**config.mk**
```make
export PLATFORM = sky130hd
export DESIGN_NAME = screen_scanout
export DESIGN_NICKNAME = d
export VERILOG_FILES = /design/src/rtl/screen_pkg.sv /design/src/rtl/pixel_shifter.sv /design/src/rtl/screen_scanout.sv
export SDC_FILE = /design/constraint.sdc
export NUM_CORES = 1
export LEC_CHECK = 0
export ABC_CLOCK_PERIOD_IN_PS = 6100
export CAP_MARGIN = 20
export CORE_ASPECT_RATIO = 1.25
export CORE_MARGIN = 1
export CORE_UTILIZATION = 40
export CTS_CLUSTER_DIAMETER = 60
export CTS_CLUSTER_SIZE = 25
export DETAILED_ROUTE_END_ITERATION = 16
export DONT_BUFFER_PORTS = 1
export GPL_TIMING_DRIVEN = 0
export MAX_ROUTING_LAYER = met4
export PLACE_DENSITY = 0.56
export SYNTH_ARGS = -nofsm -noshare
export SYNTH_HDL_FRONTEND = slang
export SYNTH_SLANG_ARGS = --single-unit
```
**constraint.sdc**
```tcl
create_clock -name clock -period 6.1 [get_ports clock]
set_input_delay 0.61 -clock clock [delete_from_list [all_inputs] [get_ports clock]]
set_output_delay 0.61 -clock clock [all_outputs]
set_load 0.01 [all_outputs]
```
**src/rtl/screen_pkg.sv**
```systemverilog
// screen_pkg
// Shared constants for the Hack screen scan-out path: default raster timing,
// the derived line/frame totals, the screen word geometry and a small helper
// used to total up a timing axis.
package screen_pkg;

   // Width of one screen RAM word; each word carries 16 horizontal pixels.
   localparam int WORD_W = 16;

   // Default horizontal timing in pixel clocks.
   localparam int DEFAULT_H_ACTIVE = 512;
   localparam int DEFAULT_H_FRONT  = 16;
   localparam int DEFAULT_H_SYNC   = 32;
   localparam int DEFAULT_H_BACK   = 16;

   // Default vertical timing in lines.
   localparam int DEFAULT_V_ACTIVE = 256;
   localparam int DEFAULT_V_FRONT  = 2;
   localparam int DEFAULT_V_SYNC   = 4;
   localparam int DEFAULT_V_BACK   = 2;

   // RAM8K word address width.
   localparam int DEFAULT_ADDR_W = 13;

   // Sum of the four segments of one timing axis.
   function automatic int timing_total(input int active, input int front,
                                       input int sync, input int back);
      return active + front + sync + back;
   endfunction

   localparam int H_TOTAL = timing_total(DEFAULT_H_ACTIVE, DEFAULT_H_FRONT,
                                         DEFAULT_H_SYNC, DEFAULT_H_BACK);
   localparam int V_TOTAL = timing_total(DEFAULT_V_ACTIVE, DEFAULT_V_FRONT,
                                         DEFAULT_V_SYNC, DEFAULT_V_BACK);
   localparam int WORDS_PER_LINE = DEFAULT_H_ACTIVE / WORD_W;

   // Where the CPU sees the screen in its own address map. The scan-out side
   // addresses the RAM directly from zero, so nothing here uses this value.
   localparam int SCREEN_BASE = 16384;

endpackage

```
**src/rtl/pixel_shifter.sv**
```systemverilog
// pixel_shifter
// 16-bit LSB-first shift register feeding the pixel output.
// Ports:
//   clock  - system clock
//   reset  - synchronous active-high reset, empties the register
//   clear  - synchronous clear, used to drop a partly shifted word
//   load   - capture data; bit 0 is consumed by the caller in the same cycle,
//            so only bits 15:1 are stored
//   shift  - shift one place towards bit 0
//   data   - parallel load word
//   lsb    - next pixel to emit
module pixel_shifter
   import screen_pkg::*;
(
   input  logic              clock,
   input  logic              reset,
   input  logic              clear,
   input  logic              load,
   input  logic              shift,
   input  logic [WORD_W-1:0] data,
   output logic              lsb
);

   logic [WORD_W-1:0] sr;

   // Load drops bit 0 because the top level sends that bit straight to the
   // pixel register on the fetch edge; the remaining bits follow one per clock.
   always_ff @(posedge clock) begin
      if (reset || clear) begin
         sr <= '0;
      end else if (load) begin
         sr <= data >> 1;
      end else if (shift) begin
         sr <= sr >> 1;
      end
   end

   assign lsb = sr[0];

endmodule

```
**src/rtl/screen_scanout.sv**
```systemverilog
// screen_scanout
// Raster scan-out for the Hack 512x256 monochrome screen. Walks the raster
// counters, reads one RAM word every 16 active pixels and emits a registered
// pixel stream with syncs and coordinates.
// Ports:
//   clock        - system clock
//   reset        - synchronous active-high reset
//   enable       - scan enable; low parks the raster at the frame origin
//   mem_address  - registered screen RAM word address
//   mem_data     - screen RAM read data, combinational from mem_address
//   pixel        - current pixel, 1 = black
//   pixel_valid  - pixel lies in the visible area
//   hsync/vsync  - active-high syncs
//   frame_start  - single-cycle pulse with pixel (0,0)
//   x, y         - coordinates of the current visible pixel, 0 in blanking
module screen_scanout
   import screen_pkg::*;
#(
   parameter int H_ACTIVE = DEFAULT_H_ACTIVE,
   parameter int H_FRONT  = DEFAULT_H_FRONT,
   parameter int H_SYNC   = DEFAULT_H_SYNC,
   parameter int H_BACK   = DEFAULT_H_BACK,
   parameter int V_ACTIVE = DEFAULT_V_ACTIVE,
   parameter int V_FRONT  = DEFAULT_V_FRONT,
   parameter int V_SYNC   = DEFAULT_V_SYNC,
   parameter int V_BACK   = DEFAULT_V_BACK,
   parameter int ADDR_W   = DEFAULT_ADDR_W
)
(
   input  logic              clock,
   input  logic              reset,
   input  logic              enable,
   output logic [ADDR_W-1:0] mem_address,
   input  logic [WORD_W-1:0] mem_data,
   output logic              pixel,
   output logic              pixel_valid,
   output logic              hsync,
   output logic              vsync,
   output logic              frame_start,
   output logic [9:0]        x,
   output logic [8:0]        y
);

   localparam int LINE_LEN    = timing_total(H_ACTIVE, H_FRONT, H_SYNC, H_BACK);
   localparam int FRAME_LINES = timing_total(V_ACTIVE, V_FRONT, V_SYNC, V_BACK);

   localparam logic [9:0] H_LAST      = 10'(LINE_LEN - 1);
   localparam logic [9:0] H_ACT       = 10'(H_ACTIVE);
   localparam logic [9:0] H_LAST_WORD = 10'(H_ACTIVE - WORD_W);
   localparam logic [9:0] HS_START    = 10'(H_ACTIVE + H_FRONT);
   localparam logic [9:0] HS_END      = 10'(H_ACTIVE + H_FRONT + H_SYNC);
   localparam logic [8:0] V_LAST      = 9'(FRAME_LINES - 1);
   localparam logic [8:0] V_ACT       = 9'(V_ACTIVE);
   localparam logic [8:0] V_LAST_ACT  = 9'(V_ACTIVE - 1);
   localparam logic [8:0] VS_START    = 9'(V_ACTIVE + V_FRONT);
   localparam logic [8:0] VS_END      = 9'(V_ACTIVE + V_FRONT + V_SYNC);
   localparam logic [ADDR_W-1:0] ADDR_ONE = ADDR_W'(1);

   logic [9:0] h;
   logic [8:0] v;
   logic       active;
   logic       fetch;
   logic       sr_lsb;

   assign active = (h < H_ACT) && (v < V_ACT);
   // A word boundary in the visible area is the only place the RAM is read.
   assign fetch  = enable && active && (h[3:0] == 4'd0);

   // Dropping enable also clears the shifter so a half-used word never
   // leaks into the first word after re-enable.
   pixel_shifter u_shifter (
      .clock (clock),
      .reset (reset),
      .clear (!enable),
      .load  (fetch),
      .shift (enable && active),
      .data  (mem_data),
      .lsb   (sr_lsb)
   );

   // Raster counters and RAM address. The address simply steps once per
   // fetch, which keeps it equal to v*words_per_line + h/16 at every fetch;
   // after the final word of the frame it is parked at 0 for vertical blanking.
   always_ff @(posedge clock) begin
      if (reset || !enable) begin
         h           <= '0;
         v           <= '0;
         mem_address <= '0;
      end else begin
         if (h == H_LAST) begin
            h <= '0;
            v <= (v == V_LAST) ? 9'd0 : v + 9'd1;
         end else begin
            h <= h + 10'd1;
         end
         if (fetch) begin
            if ((v == V_LAST_ACT) && (h == H_LAST_WORD)) begin
               mem_address <= '0;
            end else begin
               mem_address <= mem_address + ADDR_ONE;
            end
         end
      end
   end

   // Registered outputs, all describing the counter state of the cycle
   // before. On a fetch edge the pixel comes straight from the RAM word since
   // the shifter has not been loaded yet.
   always_ff @(posedge clock) begin
      if (reset || !enable) begin
         pixel       <= 1'b0;
         pixel_valid <= 1'b0;
         hsync       <= 1'b0;
         vsync       <= 1'b0;
         frame_start <= 1'b0;
         x           <= '0;
         y           <= '0;
      end else begin
         pixel       <= active ? (fetch ? mem_data[0] : sr_lsb) : 1'b0;
         pixel_valid <= active;
         hsync       <= (h >= HS_START) && (h < HS_END);
         vsync       <= (v >= VS_START) && (v < VS_END);
         frame_start <= (h == 10'd0) && (v == 9'd0);
         x           <= active ? h : '0;
         y           <= active ? v : '0;
      end
   end

endmodule

```
## Word-level counts from Yosys, hierarchy flattened

Cells that the tools add are included.

| word-level totals | value |
|---|---|
| bits in registers | 71 |
| bits of input ports | 19 |
| output and inout port bits | 37 |
| word-level logic and storage cells | 45 |

| operators by class | value |
|---|---|
| add/subtract/negate cells | 3 |
| magnitude comparators | 6 |
| eq/ne operators | 4 |
| muxes and demuxes | 5 |
| bitwise logic cells | 1 |
| reduce and logical (&&, ||, !) cells | 15 |

Operators with widths:

| cell | number |
|---|---|
| $mux W15 | 2 |
| $lt A10 B10 Y1 const B | 2 |
| $lt A9 B9 Y1 const B | 2 |
| $add A13 B1 Y13 const B | 1 |
| $mux W13 | 1 |
| $add A10 B1 Y10 const B | 1 |
| $eq A10 B10 Y1 const B | 1 |
| $eq A10 B9 Y1 const B | 1 |
| $ge A10 B10 Y1 const B | 1 |
| $logic_not A10 Y1 | 1 |
| $add A9 B1 Y9 const B | 1 |
| $eq A9 B8 Y1 const B | 1 |
| $eq A9 B9 Y1 const B | 1 |
| $ge A9 B9 Y1 const B | 1 |
| $logic_not A9 Y1 | 1 |
| $mux W9 | 1 |
| $logic_and A1 B1 Y1 | 7 |
| $logic_not A4 Y1 | 1 |
| $reduce_or A2 Y1 | 2 |
| $reduce_bool A2 Y1 | 1 |
| $logic_not A1 Y1 | 1 |
| $logic_or A1 B1 Y1 | 1 |
| $mux W1 | 1 |
| $not A1 Y1 | 1 |

## Logic depth before layout (Yosys ltp)

Gate-level depths: netlist of the first run.

| logic depth | value |
|---|---|
| depth after elaboration | 5 |
| gate-level depth with buffers | 8 |
| gate-level depth less buffers | 7 |

## Cells and area by module

From an unflattened synthesis of the first run, not the netlist that was laid out.

| second synthesis, totals | value |
|---|---|
| cells, all modules | 311 |
| area, all modules | 3024.2 um2 |

By module, submodules not included:

| module | times used | cells an instance | area an instance (um2) | sequential area each (um2) |
|---|---|---|---|---|
| screen_scanout | 1 | 244 | 2230.9 | 1121.1 |
| pixel_shifter | 1 | 67 | 793.3 | 300.3 |

## Worst setup path before layout of the first run

OpenSTA, ideal clock, no wires.

| timing | value |
|---|---|
| path kind | register to register |
| start | register h[7] |
| end | register v[7] |
| library setup time | 0.071 ns |
| arrival | 2.063 ns |
| required time | 6.029 ns |
| path slack | 3.965 ns |
| stages on the path, launching flop included | 7 |
| path buffers | 2 |
| clock period less this slack | 2.135 ns |
| path through | dfxtp_1 > or4b_1 > buf_2 > or3_1 > buf_2 > or4_1 > a21oi_1 |

| on the way | value |
|---|---|
| longest elaborated chain between the ends | 1 |

RTL lines:

| item | line | RTL |
|---|---|---|
| start, declared | screen_scanout.sv:59 | `logic [9:0] h;` |
| start signal, assigned | screen_scanout.sv:94 | `h <= h + 10'd1;` |
| $eq A10 B10 Y1 | screen_scanout.sv:90 | `if (h == H_LAST) begin` |
| end signal, assigned | screen_scanout.sv:92 | `v <= (v == V_LAST) ? 9'd0 : v + 9'd1;` |
| end, declared | screen_scanout.sv:60 | `logic [8:0] v;` |

Every way passes these cells.
A chain may end at the register's enable or synchronous reset.

## Worst setup path after layout of the first run

| timing | value |
|---|---|
| start | register h[0] |
| end | register mem_address[7] |

| on the way | value |
|---|---|
| longest elaborated chain between the ends | 4 |
| elaborated cells on any way between the ends | 8 |
| those cells by class | order compare: 1; eq/ne: 1; mux: 1; reduce/logical: 5 |

RTL lines:

| item | line | RTL |
|---|---|---|
| $lt A10 B10 Y1 | screen_scanout.sv:65 | `assign active = (h < H_ACT) && (v < V_ACT);` |
| $logic_and A1 B1 Y1 | screen_scanout.sv:65 |  |
| $logic_and A1 B1 Y1 (2 in a row) | screen_scanout.sv:67 | `assign fetch = enable && active && (h[3:0] == 4'd0);` |
| end signal, assigned | screen_scanout.sv:100 | `mem_address <= mem_address + ADDR_ONE;` |
| end, declared | screen_scanout.sv:33 | `output logic [ADDR_W-1:0] mem_address,` |

Several ways; a longest one is shown, not always the timed one.

==> results_dict.tcl, run 1 <==
set metrics [dict create \
    yosysMostFrequentCell "dfxtp_1" \
    cap_violations 0 \
    drc 0 \
    core_region_area_um2 6930 \
    rows 34 \
    grt-ovfl-total 0 \
    synthTopCellsByCount "dfxtp_1 (71), nor2_1 (39), and3_1 (23)" \
    ant_nets 0 \
    crit_path_start_kind "flop" \
    crit_type "flop to flop" \
    holdBufCountCts 0 \
    period_share_pct 38.4 \
    synth-seq-cells 71 \
    max_slew_margin_pct 39.9 \
    drtPass1Iterations 4 \
    grt_pass1_vias 2109 \
    synthCells 308 \
    cp_max_fo 7 \
    numCtsBuffers 9 \
    period_needed_ns 2.34 \
    synth_area_um2 2860 \
    track_usage_pct 18.5 \
    max_freq_mhz 427 \
    io_buffers 0 \
    drv_slew 0 \
    seq_area_frac_synth_pct 49.7 \
    end_kind "flop" \
    cts_buffer_depth 2 \
    grt_max_degree 12 \
    diodes 0 \
    tns_ns 0 \
    grt_pass1_wl_um 10100 \
    antenna_found_initial 0 \
    synth_warnings 0 \
    synth_flop_cell "dfxtp_1" \
    cts_num_sinks 71 \
    start_util_pct 41.2 \
    hpwl_um 4370 \
    synthArstFlopShare_pct 0 \
    setup_viol 0 \
    pin_count 56 \
    hold_path.class "input port to flop" \
    p_leak_uw 0.00126 \
    cts.clk_slew.worst_paths_ns 0.08 \
    worstMarginPinSlew_ns 0.899 \
    synthTopCellsByArea "dfxtp_1 (50%), mux2i_1 (5.3%), nor2_1 (5.1%)" \
    place.gp.congestion 0.857 \
    crit_arrival_ns 2.62 \
    instances_no_fill 414 \
    required_ns 6.38 \
    avgSynthCellArea_um2 9.28 \
    drive_gt1_share_pct 6.17 \
    area_delta_synth_final_pct 9.80 \
    fillers 711 \
    htreeDepth 3 \
    wl_um 6230 \
    ir_worst_vdd_mv 0.115 \
    die_area_um2 7490 \
    num_vias 2186 \
    root_buffer "clkbuf_8" \
    clock_latency_ns 0.35 \
    power_density_nw_per_um2 265 \
    place_inst 399 \
    skew_ns 0.0153 \
    yosys.area.top_type "dfxtp_1" \
    die_w_um 77.6 \
    synth-edff-count 0 \
    yosys.area.top_type_share_pct 49.7 \
    wl_per_cell_um 15.0 \
    post-cts-setup-buffers 0 \
    status "finished, final reports clean" \
    cts_resized 0 \
    die_y_um 96.5 \
    finalHoldViolCount 0 \
    cts_tree "built" \
    via_per_inst 5.28 \
    rsz0062_at_grt "no" \
    final_nets 345 \
    drt_iter0_drc 110 \
    synth_cell_type_count 33 \
]
[where the power goes]
part | switching, µW | internal, µW
sequential | 5.20 | 471
combinational | 20.1 | 12.7
clock | 170 | 154
[sequential cells by signal, indices dropped and copies added (netlist names)]
name,count
h,10
u_shifter.sr,15
hsync,1
pixel,1
v,9
y,9
vsync,1
frame_start,1
pixel_valid,1
x,10
mem_address,13
[critical path, stage by stage (launching register included)]
cell     delay, ns
dfxtp_1       0.36
inv_1         0.07
ha_1          0.13
nor3b_1       0.73
nand4_1       0.43
or3_1         0.42
a21oi_1       0.15
[per-layer routing]
metal | share of wire (%) | vias up | wire, µm | global-route usage, %
met2 | 46 | 57 | 2870 | 28.8
met5 | 0 | - | 0 | -
li1 | - | 1113 | - | -
met1 | 46 | 1001 | 2870 | 21.5
met4 | 3.0 | 0 | 189 | 9.91
met3 | 4.8 | 15 | 297 | 5.82
[through the flow]
step / util [%] / hold slack, ns / setup WS (ns) / cell area [µm²] / total power, µW
5_1_grt: 45.3 / 0.404 / 3.51 / 3140 / 875
2_1_floorplan: - / 0.445 / 3.97 / 2860 / 511
6_report: 45.3 / 0.417 / 3.76 / 3140 / 833
4_1_cts: 45.3 / 0.403 / 3.75 / 3140 / 844
3_5_place_dp: 42.9 / 0.473 / 3.76 / 2980 / 520
3_3_place_gp: 42.9 / 0.468 / 3.80 / 2980 / 519
[cell families (layout without fill, tap and decap cells)]
group                      after synthesis  after routing  synth area share, %
and+or+nand+nor                        131            131                 24.1
other                                    1              2                0.131
DFF                                     71             71                 49.7
buffers and inverters                   26             41                 3.54
xor gates and xnor gates                19             19                 5.82
AOI/OAI and AO/OA                       39             39                 8.84
adders and majority gates                6              6                 2.63
muxes                                   15             15                 5.25
[placed cells by master, fill, tap and decap left out, types with 2 or more instances in the layout]
cell      instances
xnor2_1           6
a21oi_1          12
or4_1             4
nand4_1          13
ha_1              6
nor3_1            5
a31o_2            2
nor2_1           39
inv_1             6
and4_1            2
nor4_1            4
xor2_1           13
nand2_1          13
dfxtp_1          71
buf_2             3
nor2b_1           2
o31ai_1           4
a211oi_1         14
mux2i_1          15
and3_1           23
clkbuf_1         17
clkbuf_8         10
o21ai_0           5
or3_1             7
clkinv_2          3
nand3_1          14
conb_1            2
[worst paths after layout]
| check | startpoint | slack, ns | end | cells past startpoint |
|---|---|---|---|---|
| max reg2reg | h[0] | 3.76 | mem_address[7] | 6 |
| max | h[0] | 3.76 | mem_address[7] | 6 |
| min reg2reg | u_shifter.sr[14] | 0.48 | u_shifter.sr[14] | 2 |
| min | mem_data[15] | 0.42 | u_shifter.sr[14] | 2 |
[area by class of cell]
cell class	count	area [µm²]	area share, %
Sequential cell	71	1420	45.3
Multi-Input combinational cell	212	1340	42.7
Clock buffer	11	141	4.50
Tap cell	90	113	3.59
Buffer	20	78.8	2.51
Clock inverter	4	22.5	0.717
Inverter	6	22.5	0.717
Power figures use the tool's default switching activity.
==> run 2, diff against run 1 <==
--- a/config.mk
+++ b/config.mk
@@ -5,7 +5,8 @@
 export SDC_FILE = /design/constraint.sdc
 export NUM_CORES = 1
 export LEC_CHECK = 0
-export ABC_CLOCK_PERIOD_IN_PS = 6100
+export ABC_AREA = 1
+export ABC_CLOCK_PERIOD_IN_PS = 2100
 export CAP_MARGIN = 20
 export CORE_ASPECT_RATIO = 1.25
 export CORE_MARGIN = 1
@@ -16,7 +17,7 @@
 export DONT_BUFFER_PORTS = 1
 export GPL_TIMING_DRIVEN = 0
 export MAX_ROUTING_LAYER = met4
-export PLACE_DENSITY = 0.56
+export PLACE_DENSITY = 0.58
 export SYNTH_ARGS = -nofsm -noshare
 export SYNTH_HDL_FRONTEND = slang
 export SYNTH_SLANG_ARGS = --single-unit
==> constraint.sdc (replaced) <==
create_clock -name clock -period 2.1 [get_ports clock]
set_input_delay 0.21 -clock clock [delete_from_list [all_inputs] [get_ports clock]]
set_output_delay 0.21 -clock clock [all_outputs]
set_load 0.01 [all_outputs]
==> results_dict.tcl, run 2 <==
set metrics [dict create \
    status "finished, final reports clean" \
    gr-usage-met1_pct 22.1 \
    crit_path_start_kind "flop" \
    num_vias 2425 \
    slowest_stage "dfxtp_2" \
    grt_util_met3_pct 5.19 \
    start_util_pct 42.2 \
    fillers 718 \
    rsz0062_at_grt "no" \
    period_needed_ns 1.88 \
    wl_per_cell_um 12.0 \
    die_area_um2 7850 \
    avgSynthCellArea_um2 7.52 \
    setup_viol 0 \
    crit_arrival_ns 2.12 \
    hpwl_um 4400 \
    end_kind "flop" \
    setup_slack_ns 0.216 \
    synth-edff-count 0 \
    synthArstFlopShare_pct 0 \
    via_per_inst 4.75 \
    synth_warnings 0 \
    grt.busiest_layer "met2" \
    cts_tree "built" \
    regMostFlops "u_shifter.sr" \
    synth-seq-cells 71 \
    crit_chain "ha_2 -> nand2_2 -> inv_1 -> nand4_1 -> nor3_2 -> ha_2 -> nand3_2 -> nor2_2 -> nand3_2 -> nand2_4 -> buf_4 -> nor2_1" \
    largest_reg_flops 15 \
    drc 0 \
    cts.clk_slew.worst_paths_ns 0.07 \
    clock_latency_ns 0.34 \
    synth_area_um2 3000 \
    wl_um 6130 \
    synth_flop_cell "dfxtp_1" \
    area_delta_synth_final_pct 14.1 \
    whs_ns 0.0201 \
    synthCells 399 \
    rows 34 \
    path_delay_family "simple AND/OR/NAND/NOR gates" \
    ir_worst_vdd_mv 0.433 \
    io_buffers 0 \
    tns_ns 0 \
    drtPass1Iterations 4 \
    synthTopCellsByCount "nand2_1 (91), dfxtp_1 (71), nor2_1 (66)" \
    grt_pass1_vias 2275 \
    worst-path-buf-inv 2 \
    grt_max_degree 12 \
    cap_violations 0 \
    finalHoldViolCount 0 \
    skew_ns 0.00765 \
    yosys.area.top_type "dfxtp_1" \
    htreeDepth 3 \
    layout_common_cells "nand2_1 (90), dfxtp_1 (69), nor2_1 (65), inv_1 (53), nand3_1 (26)" \
    track_usage_pct 17.7 \
    diodes 0 \
    final_nets 441 \
    cp_max_fo 5 \
    cts_buffer_depth 2 \
    period_share_pct 89.7 \
    max_freq_mhz 531 \
    drt_iter0_drc 102 \
    core_region_area_um2 7100 \
    die_y_um 98.8 \
    place_ws_ns 0.0184 \
    power_density_nw_per_um2 811 \
    pin_count 56 \
    hold_path.class "input port to flop" \
    required_ns 2.34 \
    p_leak_uw 0.00143 \
    place.gp.congestion 0.807 \
    ant_nets 0 \
    final_common_cell "nand2_1" \
    drive_gt1_share_pct 12.1 \
    max_stage_delay_ns 0.37 \
    grt-ovfl-total 0 \
    yosys.area.top_type_share_pct 47.4 \
    yosysMostFrequentCell "nand2_1" \
    antenna_found_initial 0 \
    top_regs "u_shifter.sr: 15 flops, mem_address: 13 flops" \
    drv_slew 0 \
    synthTopCellsByArea "dfxtp_1 (47%), nand2_1 (11%), nor2_1 (8.3%)" \
    die_w_um 79.5 \
    crit_type "flop to flop" \
    seq_area_frac_synth_pct 47.4 \
    numCtsBuffers 9 \
    synth_cell_type_count 28 \
    grtUsageMet2_pct 26.5 \
    cts_num_sinks 71 \
    root_buffer "clkbuf_8" \
    grt_pass1_wl_um 10400 \
]
-- run 2: cell type report --
cell class | count | area (µm²) | area share [%]
Sequential cell | 71 | 1420 | 41.6
Multi-Input combinational cell | 263 | 1340 | 39.2
Inverter | 57 | 214 | 6.25
Clock buffer | 12 | 165 | 4.82
Tap cell | 90 | 113 | 3.29
Clock inverter | 3 | 65.1 | 1.90
Buffer | 9 | 56.3 | 1.64
Timing Repair Buffer | 5 | 45.0 | 1.32
-- run 2: metrics by stage --
step	std cells	instance area, µm²	util [%]	total power, µW
floorplan	400	3000	-	1510
global placement	490	3120	43.9	1550
detailed placement	490	3120	43.9	1550
CTS	507	3370	47.4	2810
global route	510	3420	48.2	2890
finish	510	3420	48.2	2780
-- run 2: cells by family after synthesis --
family                     Yosys count  share of synthesized area, %
and+or+nand+nor                    209                          30.7
xor gates and xnor gates            12                          3.50
buffers and inverters               66                          9.01
AOI/OAI and AO/OA                   34                          6.80
DFF                                 71                          47.4
other                                1                         0.125
adders and majority gates            6                          2.50
-- run 2: worst paths after layout --
check | startpoint | endpoint | slack (ns) | depth (start not counted)
max reg2reg | v[1] | mem_address[2] | 0.22 | 12
max | v[1] | mem_address[2] | 0.22 | 12
min | mem_data[2] | u_shifter.sr[1] | 0.02 | 2
min reg2reg | h[0] | h[0] | 0.47 | 1
-- run 2: routing by layer --
layer,wire (µm),part of all wire (%)
met1,2940,48
met2,2830,46
met3,274,4.5
met4,89,1.5
met5,0,0
-- run 2: worst reg2reg max path: cells and delay by family (launching register included) --
family	cells	cell delay, ns
AND/OR/NAND/NOR	8	0.82
adder cells (fa/ha/maj)	2	0.39
flip-flops	1	0.37
buffers and inverters	2	0.21
-- run 2: what timing repair did --
item | 4_1_cts | 5_1_grt
gates cloned | 0 | 0
pin swaps | 0 | 4
resized for setup | 1 | 10
setup endpoints to repair | 1 | 11
hold endpoints to repair | 2 | 1
hold buffers | 2 | 1
setup buffers | 0 | 2
-- run 2: power breakdown --
part	total (µW)	internal, µW	leakage (µW)	switching [µW]
clock network	1250	758	0.000118	496
logic	138	47.4	0.000739	90.7
registers	1380	1370	0.000577	15.4
